`config.mk`:
```
export PLATFORM = sky130hd
export DESIGN_NAME = borrow_bypass_subtractor
export DESIGN_NICKNAME = d
export VERILOG_FILES = /design/src/rtl/borrow_bypass_subtractor.sv
export SDC_FILE = /design/constraint.sdc
export NUM_CORES = 1
export LEC_CHECK = 0
export CAP_MARGIN = 10
export CORE_ASPECT_RATIO = 0.5
export CORE_UTILIZATION = 33
export CTS_CLUSTER_DIAMETER = 30
export DETAILED_ROUTE_END_ITERATION = 6
export PLACE_DENSITY = 0.61
export SYNTH_ARGS = -nofsm -noshare
export SYNTH_HDL_FRONTEND = slang
export SYNTH_SLANG_ARGS = --single-unit
```
`constraint.sdc`:
```
create_clock -name clk -period 13.14 [get_ports clk]
set_input_delay 2.628 -clock clk [delete_from_list [all_inputs] [get_ports clk]]
set_output_delay 2.628 -clock clk [all_outputs]
set_load 0.01 [all_outputs]
```
`src/rtl/borrow_bypass_subtractor.sv`:
```
// ============================================================================
// Module      : borrow_bypass_subtractor
// Description : Multi-cycle A - B - Bin subtractor, one BLOCK-bit slice per
//               cycle, with a borrow-bypass mux on propagate slices.
//               Optional macro SKIP_COUNT_EN adds the skip_count output.
// Revision    : 1.0 - initial release
// ============================================================================
`default_nettype none

module borrow_bypass_subtractor #(
    parameter int WIDTH = 32,
    parameter int BLOCK = 8
) (
    input  logic             clk,
    input  logic             rst,
    input  logic             in_valid,
    output logic             in_ready,
    input  logic [WIDTH-1:0] A,
    input  logic [WIDTH-1:0] B,
    input  logic             Bin,
    output logic             out_valid,
    input  logic             out_ready,
    output logic [WIDTH-1:0] diff,
    output logic             Bout,
    output logic             zero,
    output logic             ovf
`ifdef SKIP_COUNT_EN
    ,
    output logic [2:0]       skip_count
`endif
);

    localparam int c_NSLICE = WIDTH / BLOCK;
    localparam int c_KW     = (c_NSLICE > 1) ? $clog2(c_NSLICE) : 1;
    localparam logic [c_KW-1:0] c_LAST_K = c_KW'(c_NSLICE - 1);

    typedef enum logic [1:0] {
        IDLE = 2'd0,
        RUN  = 2'd1,
        DONE = 2'd2
    } state_t;

    state_t            state_q, state_d;
    logic [WIDTH-1:0]  a_q, a_d;
    logic [WIDTH-1:0]  b_q, b_d;
    logic [WIDTH-1:0]  acc_q, acc_d;
    logic [WIDTH-1:0]  diff_q, diff_d;
    logic [c_KW-1:0]   k_q, k_d;
    logic              borrow_q, borrow_d;
    logic              bout_q, bout_d;
    logic              zero_q, zero_d;
    logic              ovf_q, ovf_d;
`ifdef SKIP_COUNT_EN
    logic [2:0]        skip_cnt_q, skip_cnt_d;
    logic [2:0]        skip_q, skip_d;
`endif

    logic [BLOCK-1:0]  w_sa, w_sb, w_sd;
    logic              w_bchain;
    logic              w_ripple;
    logic              w_prop;
    logic              w_sbo;
    logic [WIDTH-1:0]  w_acc_next;

    // Select the active slice k of the captured operands
    always_comb begin
        w_sa = '0;
        w_sb = '0;
        for (int s = 0; s < c_NSLICE; s++) begin
            if (k_q == c_KW'(s)) begin
                w_sa = a_q[s*BLOCK +: BLOCK];
                w_sb = b_q[s*BLOCK +: BLOCK];
            end
        end
    end

    always_comb begin
        w_sd     = '0;
        w_bchain = borrow_q;
        for (int i = 0; i < BLOCK; i++) begin
            w_sd[i]  = w_sa[i] ^ w_sb[i] ^ w_bchain;
            w_bchain = (~w_sa[i] & w_sb[i]) | (~(w_sa[i] ^ w_sb[i]) & w_bchain);
        end
        w_ripple = w_bchain;
        // Equal bits everywhere: the borrow passes straight through the slice
        w_prop   = (w_sa == w_sb);
        w_sbo    = w_prop ? borrow_q : w_ripple;
    end

    always_comb begin
        for (int s = 0; s < c_NSLICE; s++) begin
            w_acc_next[s*BLOCK +: BLOCK] = (k_q == c_KW'(s)) ? w_sd
                                                            : acc_q[s*BLOCK +: BLOCK];
        end
    end

    always_comb begin
        state_d    = state_q;
        a_d        = a_q;
        b_d        = b_q;
        acc_d      = acc_q;
        diff_d     = diff_q;
        k_d        = k_q;
        borrow_d   = borrow_q;
        bout_d     = bout_q;
        zero_d     = zero_q;
        ovf_d      = ovf_q;
`ifdef SKIP_COUNT_EN
        skip_cnt_d = skip_cnt_q;
        skip_d     = skip_q;
`endif
        case (state_q)
            IDLE: begin
                if (in_valid) begin
                    a_d        = A;
                    b_d        = B;
                    borrow_d   = Bin;
                    acc_d      = '0;
                    k_d        = '0;
`ifdef SKIP_COUNT_EN
                    skip_cnt_d = '0;
`endif
                    state_d    = RUN;
                end
            end
            RUN: begin
                acc_d    = w_acc_next;
                borrow_d = w_sbo;
                k_d      = k_q + c_KW'(1);
`ifdef SKIP_COUNT_EN
                skip_cnt_d = skip_cnt_q + {2'b00, w_prop};
`endif
                if (k_q == c_LAST_K) begin
                    // Results land in their own registers so they hold past the handshake
                    diff_d  = w_acc_next;
                    bout_d  = w_sbo;
                    zero_d  = (w_acc_next == '0);
                    ovf_d   = (a_q[WIDTH-1] != b_q[WIDTH-1]) &&
                              (w_acc_next[WIDTH-1] != a_q[WIDTH-1]);
`ifdef SKIP_COUNT_EN
                    skip_d  = skip_cnt_q + {2'b00, w_prop};
`endif
                    state_d = DONE;
                end
            end
            DONE: begin
                if (out_ready) begin
                    state_d = IDLE;
                end
            end
            default: begin
                state_d = IDLE;
            end
        endcase
    end

    always_ff @(posedge clk or posedge rst) begin
        if (rst) begin
            state_q    <= IDLE;
            a_q        <= '0;
            b_q        <= '0;
            acc_q      <= '0;
            diff_q     <= '0;
            k_q        <= '0;
            borrow_q   <= 1'b0;
            bout_q     <= 1'b0;
            zero_q     <= 1'b0;
            ovf_q      <= 1'b0;
`ifdef SKIP_COUNT_EN
            skip_cnt_q <= '0;
            skip_q     <= '0;
`endif
        end else begin
            state_q    <= state_d;
            a_q        <= a_d;
            b_q        <= b_d;
            acc_q      <= acc_d;
            diff_q     <= diff_d;
            k_q        <= k_d;
            borrow_q   <= borrow_d;
            bout_q     <= bout_d;
            zero_q     <= zero_d;
            ovf_q      <= ovf_d;
`ifdef SKIP_COUNT_EN
            skip_cnt_q <= skip_cnt_d;
            skip_q     <= skip_d;
`endif
        end
    end

    assign in_ready  = (state_q == IDLE);
    assign out_valid = (state_q == DONE);
    assign diff      = diff_q;
    assign Bout      = bout_q;
    assign zero      = zero_q;
    assign ovf       = ovf_q;
`ifdef SKIP_COUNT_EN
    assign skip_count = skip_q;
`endif

endmodule

`default_nettype wire

```
=== After elaboration in Yosys (flattened, before gate mapping) ===
Index checks and enable logic that the tools add are counted.

* $add $sub $neg: 1
* Equal/unequal tests: 11
* Mux-type cells: 23
* Bitwise gates (word level): 56
* Reductions and logical operators: 9

{| class="wikitable"
|+ Operators with widths
! kind !! count
|-
| 8-bit two-way mux || 12
|-
| 32-bit case mux with 2 select lines || 1
|-
| 32-bit zero test || 1
|-
| 32-bit two-way mux || 1
|-
| 1-bit bitwise AND || 16
|-
| 1-bit inverter || 16
|-
| 1-bit XOR || 16
|-
| 8-bit == test || 1
|-
| 2-bit two-way mux || 4
|-
| 1-bit bitwise OR || 8
|-
| 2-bit == test (second input constant) || 3
|-
| 2-bit case mux with 3 select lines || 1
|-
| 2-bit AND reduction || 3
|-
| 2-bit by 1-bit == test with 1-bit output (second input constant) || 2
|-
| 2-bit zero test || 2
|-
| 2-bit != test (second input constant) || 2
|-
| 2-bit case mux with 2 select lines || 1
|-
| 3-bit AND reduction || 1
|-
| 2-bit by 1-bit adder with 2-bit output (second input constant) || 1
|-
| 1-bit two-way mux || 2
|-
| 1-bit != test || 2
|-
| 2-bit by 1-bit != test with 1-bit output (second input constant) || 1
|-
| 1-bit case mux with 2 select lines || 1
|-
| 2-bit nonzero test || 1
|-
| 1-bit logical AND || 1
|}

* Flip-flop bits (word level): 136
* Word-level logic and storage cells: 110

=== Logic depth before layout (Yosys ltp) ===
* Depth in word-level cells: 25
* Mapped depth: 23
* Mapped depth without buffers: 20

=== Worst setup path after synthesis ===
No wires, ideal clock.

* Path kind: reg-to-reg
* Start point: reg k_q[0]
* End point: reg zero_q (netlist: zero)
* Stages on the path, launching flop included: 24
* Data arrival time: 5507 ps
* Clock period less this slack: 5635 ps
* Library setup time: 127 ps
* Slack: 7505 ps
* Path through: dfrtp_1 -> inv_1 -> ha_1 -> buf_2 -> inv_2 -> buf_1 -> nor2_1 -> nor3_1 -> a21oi_1 -> fa_1 -> inv_1 -> fa_1 -> inv_1 -> fa_1 -> fa_1 -> fa_1 -> fa_1 -> fa_1 -> fa_1 -> buf_1 -> nor2_1 -> a21o_1 -> o2111ai_1 -> o31ai_1

* Word-level cells in the longest chain between the ends: 24
* Elaborated cells on any way between the ends: 69
* Those cells by class: eq/ne: 3; mux: 12; bitwise: 51; reduce/logical: 3

{| class="wikitable"
|+ Ends and longest elaborated chain
! item !! RTL line !! source
|-
| start, declared || 48 || <nowiki>logic [c_KW-1:0] k_q, k_d;</nowiki>
|-
| start signal, assigned || 179 || <nowiki>k_q <= k_d;</nowiki>
|-
| 2-bit zero test || 70, 92 ||
|-
| 8-bit two-way mux (4 in a row) || 70 || <nowiki>if (k_q == c_KW'(s)) begin</nowiki>
|-
| 1-bit XOR || 81, 82 ||
|-
| 1-bit inverter || 82 || <nowiki>w_bchain = (~w_sa[i] & w_sb[i]) | (~(w_sa[i] ^ w_sb[i]) & w_bchain);</nowiki>
|-
| 1-bit bitwise AND || 82 ||
|-
| 1-bit bitwise OR || 82 ||
|-
| 1-bit bitwise AND || 82 ||
|-
| 1-bit bitwise OR || 82 ||
|-
| [... 5 more ...] || -- ||
|-
| 1-bit bitwise OR || 82 ||
|-
| 1-bit bitwise AND || 82 ||
|-
| 1-bit bitwise OR || 82 ||
|-
| 1-bit bitwise AND || 82 ||
|-
| 1-bit bitwise OR || 82 ||
|-
| 1-bit XOR || 81 || <nowiki>w_sd[i] = w_sa[i] ^ w_sb[i] ^ w_bchain;</nowiki>
|-
| 8-bit two-way mux || 92 || <nowiki>w_acc_next[s*BLOCK +: BLOCK] = (k_q == c_KW'(s)) ? w_sd</nowiki>
|-
| 32-bit zero test || 137 || <nowiki>zero_d = (w_acc_next == '0);</nowiki>
|-
| end signal, assigned || 182 || <nowiki>zero_q <= zero_d;</nowiki>
|-
| end, declared || 51 || <nowiki>logic zero_q, zero_d;</nowiki>
|}

Parallel ways exist; a longest one is shown, timed or not.
A chain may end at the register's enable or synchronous reset.

=== Worst setup path in the final report ===
* Start point: reg k_q[1]
* End point: reg zero_q (netlist: zero)

Same word-level chain as after synthesis.

==> results.cfg <==
[synthesis]
muxShareOfSynthArea_pct = 15.26
avgSynthCellArea_sq_um = 11.36
yosys.area_share.simple_pct = 9.786
ys_warn_count = 0
synth_compound_area_share_pct = 13.95
synthAdderAreaFrac_pct = 4.923
syn_area_sq_um = 6304
synthCells = 555
yosysUniqueCellTypes = 42
synth_nets = 644
synth_xor_area_share_pct = 0
ys_ff_latch = 132
yosysSeqAreaShare_pct = 52.40
ys_top_cells_by_area = dfrtp_1, mux2_2, nand2_1, mux2i_1, a32o_1
synth_top_area_share_pct = 52.40
yosys.area.top_type = dfrtp_1
synth_top_family_by_area = multiplexers

[worst_setup_path]
path_class = flip-flop to flip-flop
ff2ff_setup_slack_ns = 6.79
required_ns = 13.45
crit_fanout = 37
endpoint_kind = flip-flop
r2r_cells = 21
critPathArrivalTime_ns = 6.67
r2r_start = k_q[1]
critPathLaunchType = flip-flop
reg2reg_to = zero

[min_path]
whs_path_depth = 2
hold_start = diff[28]
hold_end = diff[28]
min_path_type = flip-flop to flip-flop

[job]
drv_cap = 0

[global_routing]
grt_pass1_vias = 4643
overflow = 0
grtUsageTotal_pct = 16.93
grt_pass1_wl_um = 25820
antenna_found_initial = 0
grt_start_max_net_pins = 79

[routing]
drt_iter0_markers = 334
ant_nets = 0
routedWlPerCell_um = 17.41
routed_wl_um = 15860
route.detailed.drc = 0
viasPerCell = 5.087
vias = 4634
first_pass_iters = 6

[timing]
rsz0062_at_grt = false
slew_viol_final = 0
fin_crit_sh_pct = 48.36
relSlewSlack_pct = 33.83
worst_slew_pin_slew_ns = 0.9926
max_freq_mhz = 157.4
min_period_ns = 6.355
tns_ns = 0
skew_ns = 0.008862
setup_viol = 0
final-hold-violation-count = 0
fin_ws_ns = 6.785

[clock_tree]
clk_latency_ns = 0.42
cts.sinks = 132
cts_root_buf = clkbuf_16
numCtsBuffers = 17
cts_tree = built
cts.repair.resized = 0
path_clk_slew_ns = 0.06
htree_levels = 4
cts_setup_buffers = 0
cts_hold_buf = 0
max-clock-path-buffers = 2

[status]
status = finished, final reports clean

[final_layout]
antenna_cells = 0
final_common_cell = dfrtp_1
final_cells = 911
layout_common_cells = dfrtp_1, clkdlybuf4s50_1, nand2_1, mux2_2, o21ai_0
utilization_pct = 43.83
syn_to_final_growth_pct = 29.12
fillCellCount = 1746
drive_gt1_share_pct = 16.56
nets = 729

[floorplan]
fp.coreArea_sq_um = 18570
ios = 106
initial_core_util_pct = 33.95
dieArea_sq_um = 19690
die_x_um = 197.5
fp.dieH_um = 99.73
rows = 35

[placement]
place.detailed.hpwl_um = 10920
gp_congestion = 0.8073
dp_cells = 880
port_buffers = 105
place_worst_setup_slack_ns = 6.793
## cell families (layout without fill, tap and decap cells)
logic type / count (synthesis) / in the layout
AND/OR/NAND/NOR: 135 / 135
multiplexers: 88 / 88
adder cells (fa/ha/maj): 20 / 20
buffers and inverters: 57 / 154
AO/OA/AOI/OAI: 123 / 123
flip-flops: 132 / 132
## state kept, by name, summed over array words and instances (netlist names)
| register | flops |
|---|---|
| Bout | 1 |
| acc_q | 28 |
| state_q | 2 |
| a_q | 32 |
| ovf | 1 |
| b_q | 32 |
| k_q | 2 |
| diff | 32 |
| borrow_q | 1 |
| zero | 1 |
## cells in the mapped netlist
master / count
and3_1: 1
a22o_1: 6
o221ai_1: 1
a221oi_1: 5
a22oi_1: 1
buf_1: 8
o31ai_1: 7
nand4_1: 2
a31oi_1: 1
a311oi_1: 11
nand3b_1: 3
nor4_2: 1
buf_2: 14
inv_2: 1
o2111ai_1: 2
a32o_1: 21
o22ai_1: 1
nor2_1: 27
fa_1: 8
nand3_1: 11
mux2_2: 65
mux2i_1: 23
inv_1: 9
nand2_1: 66
nor4_1: 3
and2_1: 2
o21bai_1: 1
a21oi_1: 16
ha_1: 12
or4_4: 2
nor3_1: 5
clkbuf_1: 25
nor2_2: 1
or4_1: 3
nor2b_1: 3
nor3b_1: 1
a21o_1: 16
nand2b_1: 3
o21ai_0: 31
dfrtp_1: 132
o21ai_1: 3
or3_1: 1
## layout make-up
| class | count | area, sq um | share of cell area [%] |
|---|---|---|---|
| clock inverter | 9 | 130.1 | 1.599 |
| multi-input combinational | 366 | 2776 | 34.11 |
| timing repair buffer | 113 | 1111 | 13.65 |
| sequential | 132 | 3303 | 40.58 |
| tap | 259 | 324.1 | 3.982 |
| clock buffer | 22 | 454.2 | 5.580 |
| inverter | 10 | 40.04 | 0.4919 |
## through the flow
step,instance area [sq um],hold WS [ns]
2_1_floorplan,6304,0.4580
3_3_place_gp,7555,0.4647
3_5_place_dp,7555,0.4626
4_1_cts,8139,0.4776
5_1_grt,8139,0.4899
6_report,8139,0.4690
## routing by layer
| metal | part of all wire, % | track usage, % | vias up |
|---|---|---|---|
| li1 | - | - | 2171 |
| met1 | 48 | 24.27 | 2317 |
| met2 | 45 | 25.30 | 129 |
| met3 | 5.1 | 3.561 | 17 |
| met4 | 1.3 | 5.903 | 0 |
| met5 | 0 | 0 | - |
## worst max-delay path: stages (launching register included)
cell and delay [ns]:
dfrtp_1 0.39, inv_1 0.11, ha_1 0.16, buf_4 0.38, inv_1 0.39, nand3_1 0.20
a311oi_1 0.13, a21o_1 0.21, fa_1 0.38, inv_1 0.07, fa_1 0.15, inv_1 0.05
fa_1 0.42, fa_1 0.46, fa_1 0.47, fa_1 0.49, fa_1 0.46, fa_1 0.63
nor2_1 0.21, a21o_1 0.14, o2111ai_1 0.11, o31ai_1 0.24
## how the worst max path moves through the flow
stage | endpoint | startpoint | slack [ns] | depth (start not counted)
floorplan | Bout | rst | 6.99 | 1
global placement | ovf | k_q[1] | 7.07 | 21
detailed placement | zero | k_q[1] | 6.79 | 21
CTS | zero | k_q[1] | 6.79 | 21
global route | zero | k_q[1] | 6.30 | 21
finish | zero | k_q[1] | 6.79 | 21
Power is not shown: default switching activity piles up to over one toggle a cycle in this logic, so the estimate is an artifact.
